--- src/rtl/decod_pkg.sv ---
// rtl/decod_pkg.sv - shared types, mode constants and one-hot helper for the decoder
package decod_pkg;

    typedef enum logic [1:0] {
        IDLE   = 2'd0,
        DIRECT = 2'd1,
        SCAN   = 2'd2
    } state_t;

    localparam logic MODE_DIRECT = 1'b0;
    localparam logic MODE_SCAN   = 1'b1;

    // Widest select vector the helper can produce; callers narrow with a size cast.
    localparam int ONEHOT_MAX = 256;

    function automatic logic [ONEHOT_MAX-1:0] onehot(input int idx, input int outs);
        logic [ONEHOT_MAX-1:0] v;
        v = '0;
        if (idx >= 0 && idx < outs && idx < ONEHOT_MAX) begin
            v = ONEHOT_MAX'(1) << idx;
        end
        return v;
    endfunction

endpackage

--- src/rtl/decod_dwell_cnt.sv ---
// rtl/decod_dwell_cnt.sv - loadable dwell down-counter with terminal-count flag
module decod_dwell_cnt #(
    parameter int DWELL_W = 8
) (
    input  logic               clk,
    input  logic               rst_n,
    input  logic               clr,
    input  logic               load,
    input  logic [DWELL_W-1:0] load_val,
    input  logic               dec,
    output logic               tc
);

    logic [DWELL_W-1:0] count;

    always_ff @(posedge clk or negedge rst_n) begin
        if (!rst_n) begin
            count <= '0;
        end else if (clr) begin
            count <= '0;
        end else if (load) begin
            count <= load_val;
        end else if (dec && count != '0) begin
            count <= count - 1'b1;
        end
    end

    assign tc = (count == '0);

endmodule

--- src/rtl/decod_param_scan.sv ---
// rtl/decod_param_scan.sv - registered one-hot decoder with scan sequencer; DECOD_ERR_EN enables out-of-range err
module decod_param_scan
    import decod_pkg::*;
#(
    parameter int SEL_W   = 3,
    parameter int OUTS    = 8,
    parameter int DWELL_W = 8
) (
    input  logic               clk,
    input  logic               rst_n,
    input  logic               en,
    input  logic               mode,
    input  logic [SEL_W-1:0]   sel_in,
    input  logic               sel_valid,
    output logic               sel_ready,
    input  logic [DWELL_W-1:0] dwell,
    output logic [OUTS-1:0]    out,
    output logic [SEL_W-1:0]   cur_sel,
    output logic               wrap,
    output logic               err
);

    state_t           state;
    logic             transfer;
    logic             cnt_tc;
    logic             cnt_clr;
    logic             cnt_load;
    logic             cnt_dec;
    logic [SEL_W-1:0] nxt_idx;

    assign sel_ready = en & (mode == MODE_DIRECT) & rst_n;
    assign transfer  = sel_valid & sel_ready;

    // Scan index never steps past OUTS-1, so codes >= OUTS are skipped.
    always_comb begin
        nxt_idx = cur_sel + 1'b1;
        if (int'(cur_sel) >= OUTS - 1) begin
            nxt_idx = '0;
        end
    end

    assign cnt_clr  = ~en;
    assign cnt_load = en & (mode == MODE_SCAN) & ((state != SCAN) | cnt_tc);
    assign cnt_dec  = en & (mode == MODE_SCAN) & (state == SCAN) & ~cnt_tc;

    decod_dwell_cnt #(
        .DWELL_W (DWELL_W)
    ) u_dwell_cnt (
        .clk      (clk),
        .rst_n    (rst_n),
        .clr      (cnt_clr),
        .load     (cnt_load),
        .load_val (dwell),
        .dec      (cnt_dec),
        .tc       (cnt_tc)
    );

    always_ff @(posedge clk or negedge rst_n) begin
        if (!rst_n) begin
            state   <= IDLE;
            out     <= '0;
            cur_sel <= '0;
            wrap    <= 1'b0;
        end else begin
            wrap <= 1'b0;
            if (!en) begin
                state <= IDLE;
                out   <= '0;
            end else if (mode == MODE_SCAN) begin
                state <= SCAN;
                if (state != SCAN) begin
                    cur_sel <= '0;
                    out     <= OUTS'(onehot(0, OUTS));
                end else if (cnt_tc) begin
                    cur_sel <= nxt_idx;
                    out     <= OUTS'(onehot(int'(nxt_idx), OUTS));
                    wrap    <= (nxt_idx == '0);
                end
            end else begin
                state <= DIRECT;
                // An accepted code wins over the clear on leaving SCAN so no transfer is lost.
                if (transfer) begin
                    cur_sel <= sel_in;
                    out     <= OUTS'(onehot(int'(sel_in), OUTS));
                end else if (state == SCAN) begin
                    out <= '0;
                end
            end
        end
    end

`ifdef DECOD_ERR_EN
    logic err_q;

    always_ff @(posedge clk or negedge rst_n) begin
        if (!rst_n) begin
            err_q <= 1'b0;
        end else begin
            err_q <= transfer && (int'(sel_in) >= OUTS);
        end
    end

    assign err = err_q;
`else
    assign err = 1'b0;
`endif

endmodule

--- config.mk ---
export PLATFORM = sky130hd
export DESIGN_NAME = decod_param_scan
export DESIGN_NICKNAME = d
export VERILOG_FILES = /design/src/rtl/decod_pkg.sv /design/src/rtl/decod_dwell_cnt.sv /design/src/rtl/decod_param_scan.sv
export SDC_FILE = /design/constraint.sdc
export NUM_CORES = 1
export LEC_CHECK = 0
export ABC_CLOCK_PERIOD_IN_PS = 2900
export CAP_MARGIN = 10
export CORE_UTILIZATION = 50
export DETAILED_ROUTE_END_ITERATION = 12
export GPL_ROUTABILITY_DRIVEN = 0
export PLACE_DENSITY = 0.79
export SLEW_MARGIN = 30
export SYNTH_ARGS = -nofsm -noshare
export SYNTH_HDL_FRONTEND = slang
export SYNTH_SLANG_ARGS = --single-unit
--- constraint.sdc ---
create_clock -name clk -period 2.9 [get_ports clk]
set_clock_uncertainty 0.05 [all_clocks]
set_input_delay 0.58 -clock clk [delete_from_list [all_inputs] [get_ports clk]]
set_output_delay 0.58 -clock clk [all_outputs]
set_load 0.01 [all_outputs]
; ---- Yosys cells after proc, flatten, opt, wreduce, memory -nomap -nowiden
; Cells that the tools add are included.
[totals]
reg_bits = 22
elab_cells = 53
out_inout_bits = 14
in_bits = 16
[classes]
shift = 2
reduce_logical = 7
magnitude_cmp = 1
n_bitwise = 10
n_eq_ne = 6
n_addsub = 2
n_mux = 20
[ops]
columns = operator, n
row1 = $mux 8, 9
row2 = $shl 1x3->8 const A, 2
row3 = $mux 3, 5
row4 = $logic_not 8->1, 1
row5 = $reduce_bool 8->1, 1
row6 = $sub 8x1->8 const B, 1
row7 = $and 1x1->1, 7
row8 = $ne 3x1->1 const B, 2
row9 = $mux 1, 4
row10 = $mux 2, 2
row11 = $ne 4x1->1 const B, 1
row12 = $ne 4x2->1 const B, 1
row13 = $add 3x1->3 const B, 1
row14 = $ge 3x3->1 const B, 1
row15 = $logic_not 3->1, 1
row16 = $reduce_and 3->1, 1
row17 = $eq 2x2->1 const B, 1
row18 = $ne 2x2->1 const B, 1
row19 = $not 1->1, 2
row20 = $reduce_and 2->1, 1
row21 = $reduce_bool 2->1, 1
row22 = $logic_and 1x1->1, 1
row23 = $or 1x1->1, 1

; ---- Depth between registers and ports, before layout
; Gate-level depths: netlist of the first run.
[logic_depth]
depth_word = 7
depth_mapped = 7
depth_no_buf = 6

; ---- Hierarchy
; A second synthesis of the first run with hierarchy kept.
[unflattened]
cells_unflattened = 143
area_unflattened_um2 = 1417.6
[modules_own_cells]
columns = module, area_per_inst_um2, instances, cells_each
row1 = decod_param_scan, 862.1, 1, 82
row2 = decod_dwell_cnt, 555.5, 1, 61

; ---- Worst setup path before layout of the first run
; Ideal clock, no wire load.
[synth_path]
kind = register to register
from = reg cur_sel[1]
to = reg out[4]
n_path_buf = 0
setup_slack_ns = 0.945
arrival_time_ns = 1.839
t_required_ns = 2.784
stages_incl_launch_ff = 7
period_less_slack_ns = 1.955
path_cell_list = dfrtp_1 ha_1 ha_1 nand4b_1 or4bb_1 o32ai_1 a22o_1
[synth_via]
elab_chain_cells = 7
elab_cells_between_ends = 8
classes_between = add/sub: 1 / order compare: 1 / shift: 1 / mux: 5
[synth_lines]
columns = item, line_no
row1 = "start, declared", decod_param_scan.sv:18  ; output logic [SEL_W-1:0] cur_sel,
row2 = "start signal, assigned", decod_param_scan.sv:75  ; cur_sel <= nxt_idx;
row3 = "start signal, assigned", decod_param_scan.sv:83  ; cur_sel <= sel_in;
row4 = $add 3x1->3 or $ge 3x3->1 (tied branches), "decod_param_scan.sv:36, decod_param_scan.sv:37"
row5 = $mux 3 *, decod_param_scan.sv:37  ; if (int'(cur_sel) >= OUTS - 1) begin
row6 = $shl 1x3->8 *, decod_pkg.sv:20  ; v = ONEHOT_MAX'(1) << idx;
row7 = $mux 8 *, decod_param_scan.sv:74  ; end else if (cnt_tc) begin
row8 = $mux 8 *, decod_param_scan.sv:71  ; if (state != SCAN) begin
row9 = $mux 8 *, decod_param_scan.sv:69  ; end else if (mode == MODE_SCAN) begin
row10 = $mux 8 *, decod_param_scan.sv:66  ; if (!en) begin
row11 = "end signal, assigned", decod_param_scan.sv:73  ; out <= OUTS'(onehot(0, OUTS));
row12 = "end signal, assigned", decod_param_scan.sv:76  ; out <= OUTS'(onehot(int'(nxt_idx), OUTS));
row13 = "end signal, assigned", decod_param_scan.sv:84  ; out <= OUTS'(onehot(int'(sel_in), OUTS));
row14 = "end, declared", decod_param_scan.sv:17  ; output logic [OUTS-1:0] out,
; Mark *: on every way between the ends. The rest lies on a longest branch, timed or not. The select of a mux whose other input is x is not followed.
; A chain may end at the register's enable or synchronous reset.

; ---- Worst setup path after layout of the first run
[layout_path]
from = in mode
to = out sel_ready
[layout_via]
elab_chain_cells = 3
[layout_lines]
columns = item, line_no
row1 = "start, declared", decod_param_scan.sv:12  ; input logic mode,
row2 = $not 1->1, decod_param_scan.sv:31  ; assign sel_ready = en & (mode == MODE_DIRECT) & rst_n;
row3 = $and 1x1->1 (2 in a row), decod_param_scan.sv:31
row4 = "end, declared", decod_param_scan.sv:15  ; output logic sel_ready,
; Every way passes these cells.

==> results_dict.tcl, run 1 <==
set metrics [dict create \
    fill_cells 223 \
    syn_inst 144 \
    critPathMaxStageDelay_ns 0.52 \
    vias 1296 \
    final_common_cell "clkdlybuf4s50_1" \
    die_x_um 55.4 \
    ioPinCount 30 \
    multi_input_area_sq_um 803 \
    crit_path_start_kind "primary input" \
    syn_nets 164 \
    floorplan.rows 19 \
    reg2reg_slack_ns 0.63 \
    ys.flop_type "dfrtp_1" \
    final-hold-violation-count 0 \
    p_total_w 0.000777 \
    grt_pass1_wl_um 5690 \
    grt_pass1_vias 1224 \
    critPathLaunch "mode" \
    grt_start_max_net_pins 16 \
    numCtsBuffers 3 \
    initial_core_util_pct 52.2 \
    cp_data_arrival_time_ns 2.01 \
    rr_endpoint "out[4]" \
    path_clk_slew_ns 0.12 \
    yosys_warnings 0 \
    tritoncts "built" \
    synth_edf_count 0 \
    clk_path_buf_depth 2 \
    critPathBufInv 3 \
    cp_num_cells 5 \
    coreArea_sq_mm 0.00273 \
    most-common-layout-cells "28 x clkdlybuf4s50_1, 22 x dfrtp_1, 15 x nand2_1" \
    crit_chain "clkdlybuf4s50_1, nand2b_1, inv_1, and2_1, clkdlybuf4s50_1" \
    drc 0 \
    pre_cts_ws_ns 0.266 \
    final_util_pct 65.4 \
    layout_min_cycle_time_ns 2.64 \
    ant_nets 0 \
    h-tree-depth 1 \
    min_path_type "reg -> reg" \
    cp-end-kind "output pin" \
    r2r-start "cur_sel[0]" \
    max_cap_violations 0 \
    gr-total-overflow 0 \
    cts-resized-gates 0 \
    syn_avg_cell_area_sq_um 9.91 \
    routedWlPerCell_um 16.6 \
    slew_violations 0 \
    antenna_cells 0 \
    power_density_mw_per_mm2 434 \
    status "completed" \
    crit_type "in -> out" \
    die_height_um 55.4 \
    syn2layout_area_growth_pct 25.4 \
    drive_above_1_share_pct 13.6 \
    seqCellArea_sq_um 551 \
    rr_worst_depth 6 \
    crit_top_cell "clkdlybuf4s50_1" \
    clk_latency_ns 0.32 \
    crit_family "buffers and inverters" \
    drt-total-wl_um 3440 \
    peakVddDrop_v 0.000336 \
    ys_types 47 \
    worstPathMaxFanout 6 \
    fmax_mhz 379 \
    io_buffers 28 \
    clock-sinks 22 \
    dr.pass1.iters 4 \
    grtUsageTotal_pct 24.3 \
    yosysSeqAreaShare_pct 38.6 \
    cts-root-buf "clkbuf_4" \
    first_iter_violations 84 \
    rsz0062_at_grt "false" \
    ys_async_sr_fraction_pct 100 \
    finalSetupViolations 0 \
    crit_end "sel_ready" \
    fin_tns_setup_ns 0 \
    finalCritPeriodShare_pct 91.1 \
    worstHoldStart "out[2]" \
    cellLeakagePower_nw 0.769 \
    nets 197 \
    die-area_sq_mm 0.00307 \
    syn_area_sq_mm 0.00143 \
    post-dp-hpwl_um 2670 \
    grt_antenna_before_repair 0 \
    hold_buffers 0 \
    cts_setup_buffers 0 \
    synth_seq_cells 22 \
    fin_ws_ns 0.259 \
    slowest_stage "clkdlybuf4s50_1" \
    vias_per_cell 6.26 \
    worstPathRequired_ns 2.27 \
]
where the power goes:
| part | leakage, nW | switching (W) | internal [W] | total [W] |
|---|---|---|---|---|
| sequential | 0.295 | 0.0000327 | 0.000328 | 0.000360 |
| clock | 0.0210 | 0.0000993 | 0.0000769 | 0.000176 |
| combinational | 0.452 | 0.000120 | 0.000120 | 0.000240 |
| total | 0.769 | 0.000252 | 0.000524 | 0.000777 |
cell usage after synthesis, types with 2 or more instances:
| library cell | number | share of area, % |
|---|---|---|
| clkbuf_1 | 2 | 0.53 |
| nand4b_1 | 4 | 2.5 |
| or3_1 | 4 | 1.8 |
| a22oi_1 | 2 | 1.1 |
| o32ai_1 | 4 | 2.5 |
| ha_1 | 4 | 3.5 |
| nor3_1 | 4 | 1.4 |
| a221o_1 | 3 | 2.1 |
| inv_1 | 11 | 2.9 |
| a22o_1 | 2 | 1.2 |
| or4_1 | 2 | 1.1 |
| nand2b_1 | 4 | 1.8 |
| dfrtp_1 | 22 | 39 |
| nor2_1 | 5 | 1.3 |
| o21ai_0 | 6 | 2.1 |
| o22ai_1 | 5 | 2.2 |
| mux2i_1 | 4 | 2.8 |
| nand3_1 | 2 | 0.70 |
| mux2_2 | 8 | 6.3 |
| a21oi_1 | 3 | 1.1 |
| o2bb2ai_1 | 3 | 1.8 |
| nand2_1 | 15 | 3.9 |
final cells by class:
type / count / area share [%]
clock buffer: 4 / 2.03
inverter: 11 / 2.31
multi-input combinational: 106 / 44.9
sequential: 22 / 30.8
tap: 31 / 2.17
timing repair buffer: 33 / 17.8
flip-flops by register name, summed over array words and instances, names as in the netlist:
signal	cells
u_dwell_cnt.count	8
state	2
wrap	1
out	8
cur_sel	3
cells by family (layout without fill, tap and decap cells):
family | Yosys count | count (layout) | synth area share (%)
mux | 13 | 13 | 9.91
simple gates | 49 | 49 | 20.8
compound gates | 39 | 39 | 21.8
flops | 22 | 22 | 38.6
other cells | 1 | 1 | 0.263
buf+inv | 16 | 48 | 5.09
fa+ha+maj | 4 | 4 | 3.51
worst reg2reg max path, delay by kind of cell, from the launching register on:
family | cells | cell delay (ns)
AND/OR/NAND/NOR | 2 | 0.72
adder cells (fa/ha/maj) | 2 | 0.59
flip-flops | 1 | 0.51
AO/OA/AOI/OAI | 2 | 0.35
worst min path at each step:
| stage | to | slack [ns] | depth (start not counted) |
|---|---|---|---|
| final | out[2] | 0.46 | 1 |
| after global routing | out[6] | 0.49 | 1 |
| after CTS | out[2] | 0.47 | 1 |
| after detailed placement | out[2] | 0.44 | 1 |
| after global placement | out[2] | 0.43 | 1 |
| after floorplan | cur_sel[0] | 0.23 | 0 |
through the flow:
stage / hold WS, ns / std cells / instance area (sq um)
2_1_floorplan: 0.234 / 144 / 1430
3_3_place_gp: 0.430 / 203 / 1750
3_5_place_dp: 0.440 / 203 / 1750
4_1_cts: 0.468 / 207 / 1790
5_1_grt: 0.491 / 207 / 1790
6_report: 0.456 / 207 / 1790
layer usage:
| layer | vias up | share of wire (%) | global-route usage (%) |
|---|---|---|---|
| met5 | - | 0 | 0 |
| met4 | 0 | 3.1 | 12.9 |
| met3 | 11 | 7.7 | 4.92 |
| met2 | 72 | 50 | 39.8 |
| met1 | 605 | 39 | 30.2 |
| li1 | 608 | - | - |
(Power assumes the default switching activity.)
==> run 2, diff against run 1 <==
--- a/config.mk
+++ b/config.mk
@@ -10,7 +10,7 @@
 export CORE_UTILIZATION = 50
 export DETAILED_ROUTE_END_ITERATION = 12
 export GPL_ROUTABILITY_DRIVEN = 0
-export PLACE_DENSITY = 0.79
+export PLACE_DENSITY_LB_ADDON = 0.05
 export SLEW_MARGIN = 30
 export SYNTH_ARGS = -nofsm -noshare
 export SYNTH_HDL_FRONTEND = slang
==> run 2 against run 1 <==
Net effect:
- core utilization is 0.55 points higher
- sequential power about the same
- worst setup slack improved by 0.13 ns
- clock-buffer cell count unchanged
- critical endpoint unchanged
- largest power group unchanged
==> results_dict.tcl, run 2 (synthesis gave the netlist of run 1 again) <==
set metrics [dict create \
    most-common-layout-cells "28 x clkdlybuf4s50_1, 22 x dfrtp_1, 15 x nand2_1" \
    fmax_mhz 398 \
    vias 1291 \
    worst_hold_slack_ns 0.467 \
    crit_type "in -> out" \
    gr-total-overflow 0 \
    max_cap_violations 0 \
    slew_violations 0 \
    cts-resized-gates 0 \
    dr.pass1.iters 4 \
    coreArea_sq_mm 0.00273 \
    critPathBufInv 3 \
    cts_setup_buffers 0 \
    clk_path_buf_depth 2 \
    worstPathMaxFanout 2 \
    io_buffers 28 \
    path_clk_slew_ns 0.12 \
    finalSetupViolations 0 \
    ant_nets 0 \
    grtUsageTotal_pct 23.0 \
    final-hold-violation-count 0 \
    rsz0062_at_grt "false" \
    crit_chain "clkdlybuf4s50_1, nand2b_1, inv_1, and2_1, clkdlybuf4s50_1" \
    cp-end-kind "output pin" \
    drive_above_1_share_pct 14.6 \
    drc 0 \
    fin_tns_setup_ns 0 \
    grt_antenna_before_repair 0 \
    die_height_um 55.4 \
    initial_core_util_pct 52.2 \
    post-dp-hpwl_um 2630 \
    pre_cts_ws_ns 0.382 \
    die-area_sq_mm 0.00307 \
    antenna_cells 0 \
    hold_buffers 0 \
    drt-total-wl_um 3310 \
    clk_latency_ns 0.31 \
    cts-root-buf "clkbuf_4" \
    p_total_w 0.000770 \
    status "completed" \
    fin_ws_ns 0.385 \
    syn2layout_area_growth_pct 26.4 \
    h-tree-depth 1 \
    grt_pass1_vias 1310 \
    power_density_mw_per_mm2 427 \
    slowest_stage "clkdlybuf4s50_1" \
    crit_top_cell "clkdlybuf4s50_1" \
    nets 199 \
    crit_path_start_kind "primary input" \
    ioPinCount 30 \
    peakVddDrop_v 0.000329 \
    grt_start_max_net_pins 16 \
    floorplan.rows 19 \
    routedWlPerCell_um 15.8 \
    critPathMaxStageDelay_ns 0.53 \
    first_iter_violations 38 \
    cp_data_arrival_time_ns 1.88 \
    crit_family "buffers and inverters" \
    grt_pass1_wl_um 5630 \
    die_x_um 55.4 \
    clock-sinks 22 \
    finalCritPeriodShare_pct 86.7 \
    worstPathRequired_ns 2.27 \
    numCtsBuffers 3 \
    tritoncts "built" \
    layout_min_cycle_time_ns 2.51 \
    min_path_type "reg -> reg" \
    cellLeakagePower_nw 0.778 \
    vias_per_cell 6.18 \
    reg.largest.list "out (8), u_dwell_cnt.count (8), cur_sel (3)" \
    final_common_cell "clkdlybuf4s50_1" \
]
## run 2: changes by cell type in the layout (fill, tap and decap cells not counted)
cell,delta
buf_4,+2
## run 2: worst paths after layout
kind                                  from                    to  slack (ns)  depth (start not counted)
max in group asynchronous            rst_n  u_dwell_cnt.count[6]        2.02                          2
min in group asynchronous            rst_n            cur_sel[0]        0.58                          2
worst min register to register      out[4]                out[4]        0.47                          1
worst max-delay path                  mode             sel_ready        0.39                          5
worst max register to register  cur_sel[0]                out[4]        0.66                          6
worst min-delay path                out[4]                out[4]        0.47                          1
## run 2: layer usage
metal / wire length (um) / global-route usage (%)
met4: 125 / 14.3
met3: 157 / 3.75
met1: 1400 / 26.2
met2: 1630 / 39.8
met5: 0 / 0
## run 2: report_power, final
| part | internal [W] | switching [W] |
|---|---|---|
| Sequential | 0.000328 | 0.0000319 |
| Clock | 0.0000767 | 0.0000913 |
| Combinational | 0.000122 | 0.000120 |
| Total | 0.000526 | 0.000244 |
## run 2: cell type report
class                           instances  area (sq um)
Multi-Input combinational cell        106           803
Timing Repair Buffer                   35           333
Clock buffer                            4          36.3
Sequential cell                        22           551
Inverter                               11          41.3
Tap cell                               31          38.8
Fill cell                             228           931
## run 2: through the flow
stage / cell area (sq um) / util, % / std cells
after floorplan: 1430 / - / 144
after global placement: 1770 / 64.6 / 205
after detailed placement: 1770 / 64.6 / 205
after CTS: 1800 / 65.9 / 209
after global routing: 1800 / 65.9 / 209
final: 1800 / 65.9 / 209
==> run 3, diff against run 2 <==
--- a/config.mk
+++ b/config.mk
@@ -7,10 +7,12 @@
 export LEC_CHECK = 0
 export ABC_CLOCK_PERIOD_IN_PS = 2900
 export CAP_MARGIN = 10
-export CORE_UTILIZATION = 50
+export CORE_UTILIZATION = 35
 export DETAILED_ROUTE_END_ITERATION = 12
 export GPL_ROUTABILITY_DRIVEN = 0
 export PLACE_DENSITY_LB_ADDON = 0.05
+export SKIP_CTS_REPAIR_TIMING = 1
+export SKIP_LAST_GASP = 1
 export SLEW_MARGIN = 30
 export SYNTH_ARGS = -nofsm -noshare
 export SYNTH_HDL_FRONTEND = slang
==> run 3 against run 2 <==
Net effect:
- fmax is 0.20% lower
- sequential power hardly changed
- die area is 41% higher
- non-clock buffer count is 1 lower
- flip-flop and latch count stayed put
- clock power is 65% higher
- total power is 14% higher
- global-route usage is 5.2 points lower
- combinational power hardly changed
- hold slack worse by 0.010 ns
- worst setup slack worse by 0.0050 ns
- critical endpoint unchanged
- largest power group unchanged
- highest routed layer unchanged
==> results_dict.tcl, run 3 (synthesis gave the netlist of run 1 again) <==
set metrics [dict create \
    grt_antenna_before_repair 0 \
    fmax_mhz 397 \
    cp_data_arrival_time_ns 1.89 \
    grt_start_max_net_pins 17 \
    ant_nets 0 \
    most-common-layout-cells "28 x clkdlybuf4s50_1, 22 x dfrtp_1, 15 x nand2_1" \
    grt_pass1_vias 1176 \
    layout_min_cycle_time_ns 2.52 \
    coreArea_sq_mm 0.00377 \
    vias_per_cell 5.45 \
    final_common_cell "clkdlybuf4s50_1" \
    path_clk_slew_ns 0.08 \
    initial_core_util_pct 37.8 \
    first_iter_violations 43 \
    worstPathRequired_ns 2.27 \
    status "completed" \
    crit_family "buffers and inverters" \
    die_x_um 65.8 \
    critPathBufInv 3 \
    worstHoldStart "out[2]" \
    whs_endpoint "out[2]" \
    gr-total-overflow 0 \
    cp_num_cells 5 \
    min_path_type "reg -> reg" \
    ioPinCount 30 \
    post-dp-hpwl_um 2680 \
    drive_above_1_share_pct 14.1 \
    h-tree-depth 1 \
    cellLeakagePower_nw 0.788 \
    reg.largest.list "out (8), u_dwell_cnt.count (8), cur_sel (3)" \
    peakVddDrop_v 0.000315 \
    holdPathStages 1 \
    clk_latency_ns 0.26 \
    final-hold-violation-count 0 \
    io_buffers 28 \
    antenna_cells 0 \
    cts-root-buf "clkbuf_8" \
    crit_top_cell "clkdlybuf4s50_1" \
    tritoncts "built" \
    crit_type "in -> out" \
    rr_worst_depth 6 \
    clk_path_buf_depth 2 \
    grtUsageTotal_pct 17.8 \
    finalSetupViolations 0 \
    die-area_sq_mm 0.00433 \
    nets 198 \
    syn2layout_area_growth_pct 29.8 \
    power_density_mw_per_mm2 474 \
    crit_path_start_kind "primary input" \
    rsz0062_at_grt "false" \
    fin_tns_setup_ns 0 \
    routedWlPerCell_um 15.1 \
    vias 1226 \
    die_height_um 65.8 \
    cp-end-kind "output pin" \
    slowest_stage "clkdlybuf4s50_1" \
    drc 0 \
    critPathMaxStageDelay_ns 0.53 \
    crit_chain "clkdlybuf4s50_1, nand2b_1, inv_1, and2_1, clkdlybuf4s50_1" \
    finalCritPeriodShare_pct 86.9 \
    layoutNonFillerInstCount 225 \
    dr.pass1.iters 4 \
    drt-total-wl_um 3400 \
    fill_cells 350 \
    dpl.cell_count 221 \
    max_cap_violations 0 \
    grt_pass1_wl_um 5870 \
    floorplan.rows 22 \
    p_total_w 0.000878 \
    rr_endpoint "out[4]" \
    clock-sinks 22 \
    r2r-start "cur_sel[0]" \
    numCtsBuffers 3 \
    worstPathMaxFanout 2 \
    slew_violations 0 \
    reg2reg_slack_ns 0.63 \
]
run 3: changes by cell type in the layout (fill, tap and decap cells not counted), sizes merged:
cell and delta:
buf -1, bufinv +1, clkbuf -1
run 3: area by class of cell:
type                       instances  area [sq um]  share of cell area (%)
clock buffer                       3          41.3                    2.23
tap                               48          60.1                    3.24
timing repair buffer              34           325                    17.6
inverter                          11          41.3                    2.23
sequential                        22           551                    29.7
multi-input combinational        106           803                    43.4
clock inverter                     1          30.0                    1.62
run 3: metal layers:
layer | share of wire (%) | track usage [%] | up-vias
li1 | - | - | 608
met1 | 52 | 26.8 | 589
met2 | 44 | 26.0 | 27
met3 | 3.3 | 3.79 | 2
met4 | 0.50 | 3.26 | 0
met5 | 0 | 0 | -
run 3: worst max-delay path by stage:
stage	start	to	slack (ns)
3_3_place_gp	en	sel_ready	0.37
6_report	en	sel_ready	0.38
3_5_place_dp	en	sel_ready	0.38
4_1_cts	en	sel_ready	0.36
2_1_floorplan	cur_sel[1]	out[4]	0.94
5_1_grt	en	sel_ready	0.34
run 3: stage by stage:
step	util, %	setup slack, ns	instance area (sq um)	hold slack [ns]
CTS	49.1	0.363	1850	0.454
global placement	47.2	0.365	1780	0.426
floorplan	-	0.945	1430	0.234
global route	49.1	0.343	1850	0.483
finish	49.1	0.380	1850	0.456
detailed placement	47.2	0.377	1780	0.435
run 3: power breakdown:
part / switching [W] / internal [W]
Clock: 0.0000941 / 0.000184
Combinational: 0.000121 / 0.000120
Sequential: 0.0000310 / 0.000328
